### src/rtl/bisr_pkg.sv
// ============================================================================
// Module  : bisr_pkg
// Purpose : Shared state encoding and index-width helper for BISR spare allocation
// Revision: 1.0 - initial release
// ============================================================================
`default_nettype none

package bisr_pkg;

  typedef enum logic [2:0] {
    IDLE = 3'd0,
    SCAN = 3'd1,
    EMIT = 3'd2,
    DONE = 3'd3,
    FAIL = 3'd4
  } alloc_state_t;

  // An index into a 1-entry vector still needs one bit of storage.
  function automatic int idx_w(input int n);
    return (n > 1) ? $clog2(n) : 1;
  endfunction

endpackage

`default_nettype wire

### src/rtl/first_zero_finder.sv
// ============================================================================
// Module  : first_zero_finder
// Purpose : Combinational priority search for the first clear bit of a vector
// Revision: 1.0 - initial release
// ============================================================================
`default_nettype none

module first_zero_finder
  import bisr_pkg::*;
#(
  parameter int WIDTH        = 16,
  parameter bit PRIORITY_MSB = 1'b0,
  localparam int IDX_W       = idx_w(WIDTH)
) (
  input  logic [WIDTH-1:0] vec,
  output logic [IDX_W-1:0] idx,
  output logic             found
);

  // The last matching bit visited overwrites earlier ones, so the scan
  // runs towards the winning end instead of stopping early.
  generate
    if (PRIORITY_MSB) begin : g_msb
      always_comb begin
        idx   = '0;
        found = 1'b0;
        for (int i = 0; i < WIDTH; i++) begin
          if (!vec[i]) begin
            idx   = IDX_W'(i);
            found = 1'b1;
          end
        end
      end
    end else begin : g_lsb
      always_comb begin
        idx   = '0;
        found = 1'b0;
        for (int i = WIDTH - 1; i >= 0; i--) begin
          if (!vec[i]) begin
            idx   = IDX_W'(i);
            found = 1'b1;
          end
        end
      end
    end
  endgenerate

endmodule

`default_nettype wire

### src/rtl/bisr_spare_allocator.sv
// ============================================================================
// Module  : bisr_spare_allocator
// Purpose : Pairs each faulty PE with a healthy spare, one pair per handshake
// Revision: 1.0 - initial release
// ============================================================================
`default_nettype none

module bisr_spare_allocator
  import bisr_pkg::*;
#(
  parameter int NUM_PES      = 16,
  parameter int NUM_SPARES   = 4,
  parameter bit PRIORITY_MSB = 1'b0,
  localparam int PE_W        = idx_w(NUM_PES),
  localparam int SP_W        = idx_w(NUM_SPARES),
  localparam int CNT_W       = $clog2(NUM_SPARES + 1)
) (
  input  logic                  clk,
  input  logic                  rst_n,
  input  logic                  start,
  input  logic [NUM_PES-1:0]    fault_map,
  input  logic [NUM_SPARES-1:0] spare_fault,
  output logic                  map_valid,
  input  logic                  map_ready,
  output logic [PE_W-1:0]       map_pe,
  output logic [SP_W-1:0]       map_spare,
  output logic                  busy,
  output logic                  done,
  output logic                  fail,
  output logic [CNT_W-1:0]      spares_used
);

  alloc_state_t          r_state;
  logic [NUM_PES-1:0]    r_pend;
  logic [NUM_SPARES-1:0] r_used;

  logic [PE_W-1:0]       w_pe_idx;
  logic                  w_pe_found;
  logic [SP_W-1:0]       w_sp_idx;
  logic                  w_sp_found;

  // Searching the inverted pending map turns first-zero into first-faulty.
  first_zero_finder #(
    .WIDTH        (NUM_PES),
    .PRIORITY_MSB (PRIORITY_MSB)
  ) u_pe_find (
    .vec   (~r_pend),
    .idx   (w_pe_idx),
    .found (w_pe_found)
  );

  first_zero_finder #(
    .WIDTH        (NUM_SPARES),
    .PRIORITY_MSB (PRIORITY_MSB)
  ) u_sp_find (
    .vec   (r_used),
    .idx   (w_sp_idx),
    .found (w_sp_found)
  );

  always_ff @(posedge clk or negedge rst_n) begin
    if (!rst_n) begin
      r_state     <= IDLE;
      r_pend      <= '0;
      r_used      <= '0;
      map_valid   <= 1'b0;
      map_pe      <= '0;
      map_spare   <= '0;
      busy        <= 1'b0;
      done        <= 1'b0;
      fail        <= 1'b0;
      spares_used <= '0;
    end else begin
      done <= 1'b0;
      fail <= 1'b0;
      case (r_state)
        IDLE: begin
          if (start) begin
            r_pend      <= fault_map;
            r_used      <= spare_fault;
            spares_used <= '0;
            busy        <= 1'b1;
            r_state     <= SCAN;
          end
        end
        SCAN: begin
          if (!w_pe_found) begin
            done    <= 1'b1;
            r_state <= DONE;
          end else if (!w_sp_found) begin
            fail    <= 1'b1;
            r_state <= FAIL;
          end else begin
            map_pe    <= w_pe_idx;
            map_spare <= w_sp_idx;
            map_valid <= 1'b1;
            r_state   <= EMIT;
          end
        end
        EMIT: begin
          if (map_ready) begin
            map_valid         <= 1'b0;
            r_pend[map_pe]    <= 1'b0;
            r_used[map_spare] <= 1'b1;
            spares_used       <= spares_used + CNT_W'(1);
            r_state           <= SCAN;
          end
        end
        DONE, FAIL: begin
          busy    <= 1'b0;
          r_state <= IDLE;
        end
        default: begin
          busy      <= 1'b0;
          map_valid <= 1'b0;
          r_state   <= IDLE;
        end
      endcase
    end
  end

endmodule

`default_nettype wire

### config.mk
export PLATFORM = sky130hd
export DESIGN_NAME = bisr_spare_allocator
export DESIGN_NICKNAME = d
export VERILOG_FILES = /design/src/rtl/bisr_pkg.sv /design/src/rtl/first_zero_finder.sv /design/src/rtl/bisr_spare_allocator.sv
export SDC_FILE = /design/constraint.sdc
export NUM_CORES = 1
export LEC_CHECK = 0
export BUFFER_PORTS_ARGS = -buffer_cell sky130_fd_sc_hd__buf_2
export CORE_ASPECT_RATIO = 1.2
export CORE_MARGIN = 2
export CORE_UTILIZATION = 50
export CTS_CLUSTER_DIAMETER = 150
export CTS_CLUSTER_SIZE = 8
export DETAILED_ROUTE_END_ITERATION = 10
export GPL_TIMING_DRIVEN = 0
export PLACE_DENSITY = 0.76
export SYNTH_ARGS = -nofsm -noshare
export SYNTH_HDL_FRONTEND = slang
export SYNTH_SLANG_ARGS = --single-unit
### constraint.sdc
create_clock -name clk -period 1.9 [get_ports clk]
set_input_delay 0.38 -clock clk [delete_from_list [all_inputs] [get_ports clk]]
set_output_delay 0.38 -clock clk [all_outputs]
set_load 0.01 [all_outputs]
* After elaboration in Yosys (flattened, before gate mapping)
Index checks and enable logic that the tools add are counted.
** Operators by class
- Add/sub/neg operators :: 1
- $lt $le $gt $ge :: 4
- Equality and inequality tests :: 8
- Multiplexer cells :: 69
- Bitwise operators :: 6
- Reduce and logical (&&, ||, !) cells :: 11
** Operator list (count)
- $mux 4 :: 18
- $mux 16 :: 2
- $not 16->16 :: 2
- $pmux 16 s2 :: 1
- $mux 1 :: 31
- $mux 3 :: 6
- $and 16x16->16 :: 1
- $pmux 3 s3 :: 1
- $mux 2 :: 4
- $ne 2x2->1 const B :: 4
- $pmux 4 s2 :: 1
- $eq 3x2->1 const B :: 2
- $pmux 3 s2 :: 1
- $reduce_and 3->1 :: 2
- $lt 4x5->1 const B :: 1
- $demux 1 s4 :: 1
- $ge 4x1->1 const B :: 1
- $or 4x4->4 :: 1
- $reduce_and 2->1 :: 2
- $reduce_and 4->1 :: 1
- $add 3x1->3 const B :: 1
- $eq 3x1->1 const B :: 1
- $eq 3x3->1 const B :: 1
- $logic_not 3->1 :: 1
- other kinds (10) :: 12
** Word-level totals
- Bits in registers :: 36
- Bits of input ports :: 24
- Output and inout bits :: 13
- Logic and storage cells :: 109

* Logic depth before layout (Yosys ltp)
Gate-level depths: netlist (run 1).
- Word-level depth :: 19
- Gate-level depth with buffers :: 7
- Mapped depth without buffers :: 5

* Modules after synthesis
A second synthesis (run 1) with hierarchy kept.
** Unflattened totals
- Cells, all modules :: 208
- Area total of the unflattened synthesis :: 2038.2 um^2
** By module, submodules not included
- bisr_spare_allocator :: times used 1, cells an instance 169, area an instance 1843.0 um^2, seq. area each 900.9 um^2
- first_zero_finder (u_pe_find) :: times used 1, cells an instance 34, area an instance 166.4 um^2, seq. area each 0.0 um^2
- first_zero_finder (u_sp_find) :: times used 1, cells an instance 5, area an instance 28.8 um^2, seq. area each 0.0 um^2

* Least setup slack after synthesis (run 1)
OpenSTA, ideal clock, no wires.
- Kind :: register to register
- Start :: reg r_state[0]
- End :: reg r_pend[8]
- Setup time :: 0.134 ns
- Data arrival time :: 1.312 ns
- Required time :: 1.766 ns
- Path slack :: 0.454 ns
- Cell stages (with the launch flop) :: 7
- Buffers on the path :: 1
- Period minus slack after synthesis :: 1.446 ns
- Cells stage by stage :: dfrtp_1 > buf_6 > nor2_1 > nand2_1 > or3_4 > o211ai_1 > o21ai_0
** Between the ends
- Word-level cells in the longest chain between the ends :: 3
- Elaborated cells on any way between the ends :: 7
- Classes of those cells :: 3 x eq/ne; 1 x mux; 3 x reduce/logical
** RTL lines
- start: declaration :: RTL line bisr_spare_allocator.sv:33 : alloc_state_t r_state;
- start signal: assignment :: RTL line bisr_spare_allocator.sv:63 : r_state <= IDLE;
- start signal: assignment :: RTL line bisr_spare_allocator.sv:83 : r_state <= SCAN;
- start signal: assignment :: RTL line bisr_spare_allocator.sv:89 : r_state <= DONE;
- $eq 3x2->1 / $logic_not 3->1 (equally long branches) :: RTL line bisr_spare_allocator.sv:76 : case (r_state)
- $ne 2x2->1 (no line) / $reduce_bool 2->1 (equally long branches)
- $reduce_and 3->1 (no line)
- end signal: assignment :: RTL line bisr_spare_allocator.sv:79 : r_pend <= fault_map;
- end: declaration :: RTL line bisr_spare_allocator.sv:34 : logic [NUM_PES-1:0] r_pend;
Parallel ways exist; a longest one is shown, timed or not.
A chain may end at the register's enable or synchronous reset.

* Final worst setup path (run 1)
- Start :: reg r_state[1]
- End :: reg r_pend[5]
The elaborated chain is that of the path after synthesis.

==> results of run 1 <==
kinds of logic after synthesis:
| family | Yosys count | share of synthesized area, % |
|---|---|---|
| buffers and inverters | 13 | 3.43 |
| adders and majority gates | 1 | 0.673 |
| DFF | 36 | 48.5 |
| AOI/OAI and AO/OA | 66 | 22.1 |
| and+or+nand+nor | 85 | 24.9 |
| xor gates and xnor gates | 1 | 0.471 |
flip-flops by register name, indices dropped and copies added (netlist names):
signal	count
fail	1
map_spare	2
r_used	4
busy	1
done	1
r_pend	16
spares_used	3
map_valid	1
r_state	3
map_pe	4
placed cells by master (no fill, tap or decap), types with 2 or more instances in the layout:
| master | netlist | layout |
|---|---|---|
| a21oi_2 | 2 | 2 |
| o211ai_1 | 16 | 16 |
| o21ai_0 | 25 | 25 |
| a21oi_1 | 13 | 13 |
| nor2b_1 | 2 | 2 |
| nor4_2 | 3 | 3 |
| nand3_1 | 7 | 7 |
| o22a_1 | 3 | 3 |
| clkbuf_8 | 0 | 7 |
| nor2_1 | 33 | 33 |
| nand2b_1 | 6 | 6 |
| buf_2 | 3 | 38 |
| inv_1 | 5 | 5 |
| dfrtp_1 | 36 | 36 |
| nand2_1 | 18 | 18 |
| clkbuf_1 | 3 | 3 |
| nand3b_1 | 4 | 4 |
layer usage:
layer	share of wire [%]	wire length, µm	GRT usage, %
met4	1.7	70	8.89
met1	47	1970	29.2
met5	0	0	0
met3	3.6	149	4.39
met2	48	1990	35.0
worst min-delay path by stage:
stage | start | to | cells after the start
after CTS | rst_n | r_pend[1] | 1
final | rst_n | r_pend[12] | 1
after floorplan | rst_n | busy | 0
after detailed placement | map_valid | map_valid | 2
after global routing | rst_n | r_pend[14] | 1
after global placement | map_valid | map_valid | 2
through the flow:
step                instance area [µm²]  total power, µW  std cells  utilization (%)
detailed placement                 2080             3010        276             57.8
finish                             2180             3600        283             60.5
global placement                   2080             2950        276             57.8
global route                       2180             3890        283             60.5
CTS                                2180             3610        283             60.5
floorplan                          1860             2550        202                -
area by class of cell:
type                       count  area, µm²  area share [%]
sequential                    36        901            41.3
multi-input combinational    153        895            41.0
timing repair buffer          35        175            8.04
clock buffer                   7       96.3            4.42
tap                           39       48.8            2.24
buffer                         8       45.0            2.07
inverter                       5       18.8           0.861
power breakdown:
group          internal (µW)  total (µW)  switching [µW]
clock                    323         585             262
sequential              1100        1500             395
combinational            665        1520             855
total                   2090        3600            1510
==> flow_summary.ini, run 1 <==
[sta]
period_share_pct = 87.3
finalMaxSlewViolations = 0
fmax_mhz = 603
maxSlewHeadroom_pct = 48.1
final.setup_skew_ns = 0.00393
hold_ws_ns = 0.167
layout_min_cycle_time_ns = 1.66
setup_ws_ns = 0.241
tns_ns = 0
rsz0062_at_grt = false
setup_viol = 0
tightest_slew_ns = 0.778
finalHoldViolCount = 0

[grt]
antenna_found_initial = 0
grt_max_degree = 37
grt_pass1_vias = 1528
grt_pass1_wl_um = 7000
track_usage_pct = 22.1
grt_overflow = 0

[clock_network]
cts.clk_slew.worst_paths_ns = 0.07
h-tree-depth = 2
cts_root_buf = clkbuf_8
cts_setup_buffers = 0
cts_tree = yes
cts_buffer_depth = 2
post_cts_resized = 0
cts_buffers = 5
clkLatencyLatePin_ns = 0.29
cts_hold_buf = 0
clock_sinks = 36

[yosys]
synth_most_common_cell = dfrtp_1
synth_top_cell_by_area = dfrtp_1
synth-async-reset-ratio_pct = 100
synth.avg_cell_area_um2 = 9.20
synthTopCellsByCount = dfrtp_1, nor2_1, o21ai_0, nand2_1, o211ai_1
synth_ff_type = dfrtp_1
synth.top_cell.area_share_pct = 48.5
synth-edff-count = 0
synth_area_mm2 = 0.00186
syn_inst = 202
ys_ff_latch = 36
yosysSeqAreaShare_pct = 48.5
syn_nets = 227
yosysWarningCount = 0
synth_cell_types = 39
ys_top_cells_by_area = dfrtp_1, o21ai_0, nor2_1, o211ai_1, nand2_1

[setup_path]
path_class = reg2reg
cp_slowest_cell = dfrtp_1
max_stage_delay_ns = 0.45
cp_max_fo = 10
crit_end = r_pend[5]
startpoint_type = flip-flop
cp_common_cell = buf_2
timing.critical_path.from = r_state[1]
critPathTopFamily = flip-flops
worst-path-buf-inv = 2
rr_startpoint = r_state[1]
path_cells = nor2b_1 > nand2_1 > buf_2 > buf_2 > o211ai_1 > o21ai_0
critPathCaptureType = flip-flop
reg2reg_slack_ns = 0.24
worstPathArrival_ns = 1.81
cp.depth = 6
worstRegToRegCells = 6
critPathRequiredTime_ns = 2.05
reg2reg_to = r_pend[5]

[hold_path]
hp-class = in2async

[routing]
vias = 1606
drc = 0
first_pass_iters = 4
wl_um = 4180
drt_iter0_drc = 33
antenna_left = 0
via_per_inst = 5.67
wl_per_cell_um = 14.8

[floorplanning]
num_rows = 24
ios = 37
die_h_um = 70.8
initial_core_util_pct = 51.6
core_mm2 = 0.00360
die_w_um = 59.7
die-area_mm2 = 0.00422

[final_layout]
syn_to_final_growth_pct = 17.2
fin_nets = 269
layout-drive-gt1-share_pct = 24.6
n_fill_cell = 320
diodes = 0

[placed_design]
port_buffers = 35
gp_congestion = 0.802
dp_hpwl_um = 3000
dp_slack_ns = 0.257

[pwr]
vdd_drop_max_mv = 0.948
p_leak_uw = 0.000973
power-per-cell-area_mw_per_mm2 = 1650

[run]
maxCapViolCount = 0

[status]
status = complete, no violations
Note: power is estimated with default switching activity, not from simulation.
==> run 2, diff against run 1 <==
--- a/config.mk
+++ b/config.mk
@@ -9,6 +9,7 @@
 export CORE_ASPECT_RATIO = 1.2
 export CORE_MARGIN = 2
 export CORE_UTILIZATION = 50
+export CTS_BUF_LIST = sky130_fd_sc_hd__clkbuf_16
 export CTS_CLUSTER_DIAMETER = 150
 export CTS_CLUSTER_SIZE = 8
 export DETAILED_ROUTE_END_ITERATION = 10
==> run 2 against run 1 <==
Effect of this change: maximum frequency grew 0.44%; clock skew is 0.0010 ns lower; worst hold slack improved by 0.013 ns; register-to-register slack about the same; power up 4.4%; sequential share of layout area decreased by 0.68 points; core utilization increased by 1.0 points; cell count stayed put; critical path type unchanged; critical endpoint is now r_pend[11]; largest cell class unchanged.
==> flow_summary.ini, run 2 (synthesis gave the netlist of run 1 again) <==
[status]
status = complete, no violations

[floorplanning]
num_rows = 24
die_h_um = 70.8
core_mm2 = 0.00360
die-area_mm2 = 0.00422
initial_core_util_pct = 51.6
die_w_um = 59.7
ios = 37

[sta]
setup_viol = 0
period_share_pct = 86.9
finalHoldViolCount = 0
final.setup_skew_ns = 0.00290
tightest_slew_ns = 0.770
finalMaxSlewViolations = 0
fmax_mhz = 605
tns_ns = 0
setup_ws_ns = 0.248
rsz0062_at_grt = false
maxSlewHeadroom_pct = 48.7
layout_min_cycle_time_ns = 1.65

[clock_network]
post_cts_resized = 0
cts_root_buf = clkbuf_16
clock_sinks = 36
clkLatencyLatePin_ns = 0.28
cts_hold_buf = 0
cts_tree = yes
h-tree-depth = 2
cts_buffers = 5
cts.clk_slew.worst_paths_ns = 0.05
cts_buffer_depth = 2
cts_setup_buffers = 0

[grt]
grt_max_degree = 37
grt_pass1_wl_um = 6960
grt_pass1_vias = 1513
track_usage_pct = 22.0
grt_overflow = 0
antenna_found_initial = 0

[run]
maxCapViolCount = 0

[placed_design]
dp_hpwl_um = 3000
dp_slack_ns = 0.257
port_buffers = 35
gp_congestion = 0.802

[setup_path]
rr_startpoint = r_state[1]
path_class = reg2reg
timing.critical_path.from = r_state[1]
critPathCaptureType = flip-flop
cp_max_fo = 10
startpoint_type = flip-flop
worstPathArrival_ns = 1.78
critPathRequiredTime_ns = 2.03

[final_layout]
multi_input_area_um2 = 895
regArea_um2 = 901
top_register = r_pend
layout-drive-gt1-share_pct = 23.8
largest_register_ffs = 16
mostFrequentLayoutCells = buf_2, dfrtp_1, nor2_1
final_common_cell = buf_2
syn_to_final_growth_pct = 19.2
fin_nets = 269
reg_top3 = r_pend (16), map_pe (4), r_used (4)
n_fill_cell = 314
diodes = 0

[routing]
antenna_left = 0
vias = 1641
via_per_inst = 5.80
first_pass_iters = 6
drc = 0
wl_per_cell_um = 14.6
drt_iter0_drc = 44
wl_um = 4120

[pwr]
pwr-share-seq_pct = 39.8
swShare_pct = 40.5
p_leak_uw = 0.000987
switchingPower_uw = 1520
clockPowerShare_pct = 20.0
vdd_drop_max_mv = 0.740
p_int_uw = 2240
pwr-share-comb_pct = 40.2
power-per-cell-area_mw_per_mm2 = 1700

[hold_path]
hp-class = in2async
## run 2: cell types whose count changed in the layout (fill, tap and decap cells not counted)
cell / change
clkinv_1: +2
clkbuf_8: -7
clkbuf_16: +5
## run 2: area by class of cell
cell class,count,area share [%]
clock inverters,2,0.339
multi-input cells,153,40.4
well taps,39,2.20
clock buffers,5,5.65
inverters,5,0.847
plain buffers,8,2.03
repair buffers,35,7.91
flip-flops and latches,36,40.7
## run 2: power by group through the flow
stage	logic [µW]	registers, µW	clock network (µW)
detailed placement	1520	1500	0
global placement	1480	1480	0
finish	1510	1500	751
floorplan	1100	1450	0
CTS	1530	1490	759
global route	1720	1540	798
## run 2: layer usage
metal / vias to the layer above / part of all wire (%) / global-route usage, %
li1: 807 / - / -
met1: 781 / 46 / 29.3
met2: 46 / 47 / 34.2
met3: 7 / 4.3 / 5.30
met4: 0 / 1.7 / 8.64
met5: - / 0 / 0
## run 2: path summary, 6_finish.rpt
| kind | endpoint | slack, ns | depth (start not counted) |
|---|---|---|---|
| max | r_pend[11] | 0.25 | 6 |
| min | r_pend[14] | 0.18 | 1 |
| max reg2reg | r_pend[11] | 0.25 | 6 |
| min reg2reg | map_valid | 0.47 | 2 |
| max in group asynchronous | map_pe[3] | 1.23 | 1 |
| min in group clk | r_used[0] | 0.33 | 3 |
## run 2: metrics by stage
| step | total power [µW] | util [%] | instances | cell area (µm²) | hold slack [ns] |
|---|---|---|---|---|---|
| final | 3760 | 61.5 | 283 | 2220 | 0.179 |
| after global routing | 4070 | 61.5 | 283 | 2220 | 0.252 |
| after CTS | 3770 | 61.5 | 283 | 2220 | 0.209 |
| after detailed placement | 3010 | 57.8 | 276 | 2080 | 0.460 |
| after global placement | 2950 | 57.8 | 276 | 2080 | 0.456 |
| after floorplan | 2550 | - | 202 | 1860 | 0.0844 |
## run 2: worst max-delay path: stages (launching register included)
cell,delay (ns)
dfrtp_1,0.45
nor2b_1,0.26
nand2_1,0.16
buf_2,0.22
buf_2,0.20
o211ai_1,0.09
o21ai_0,0.12
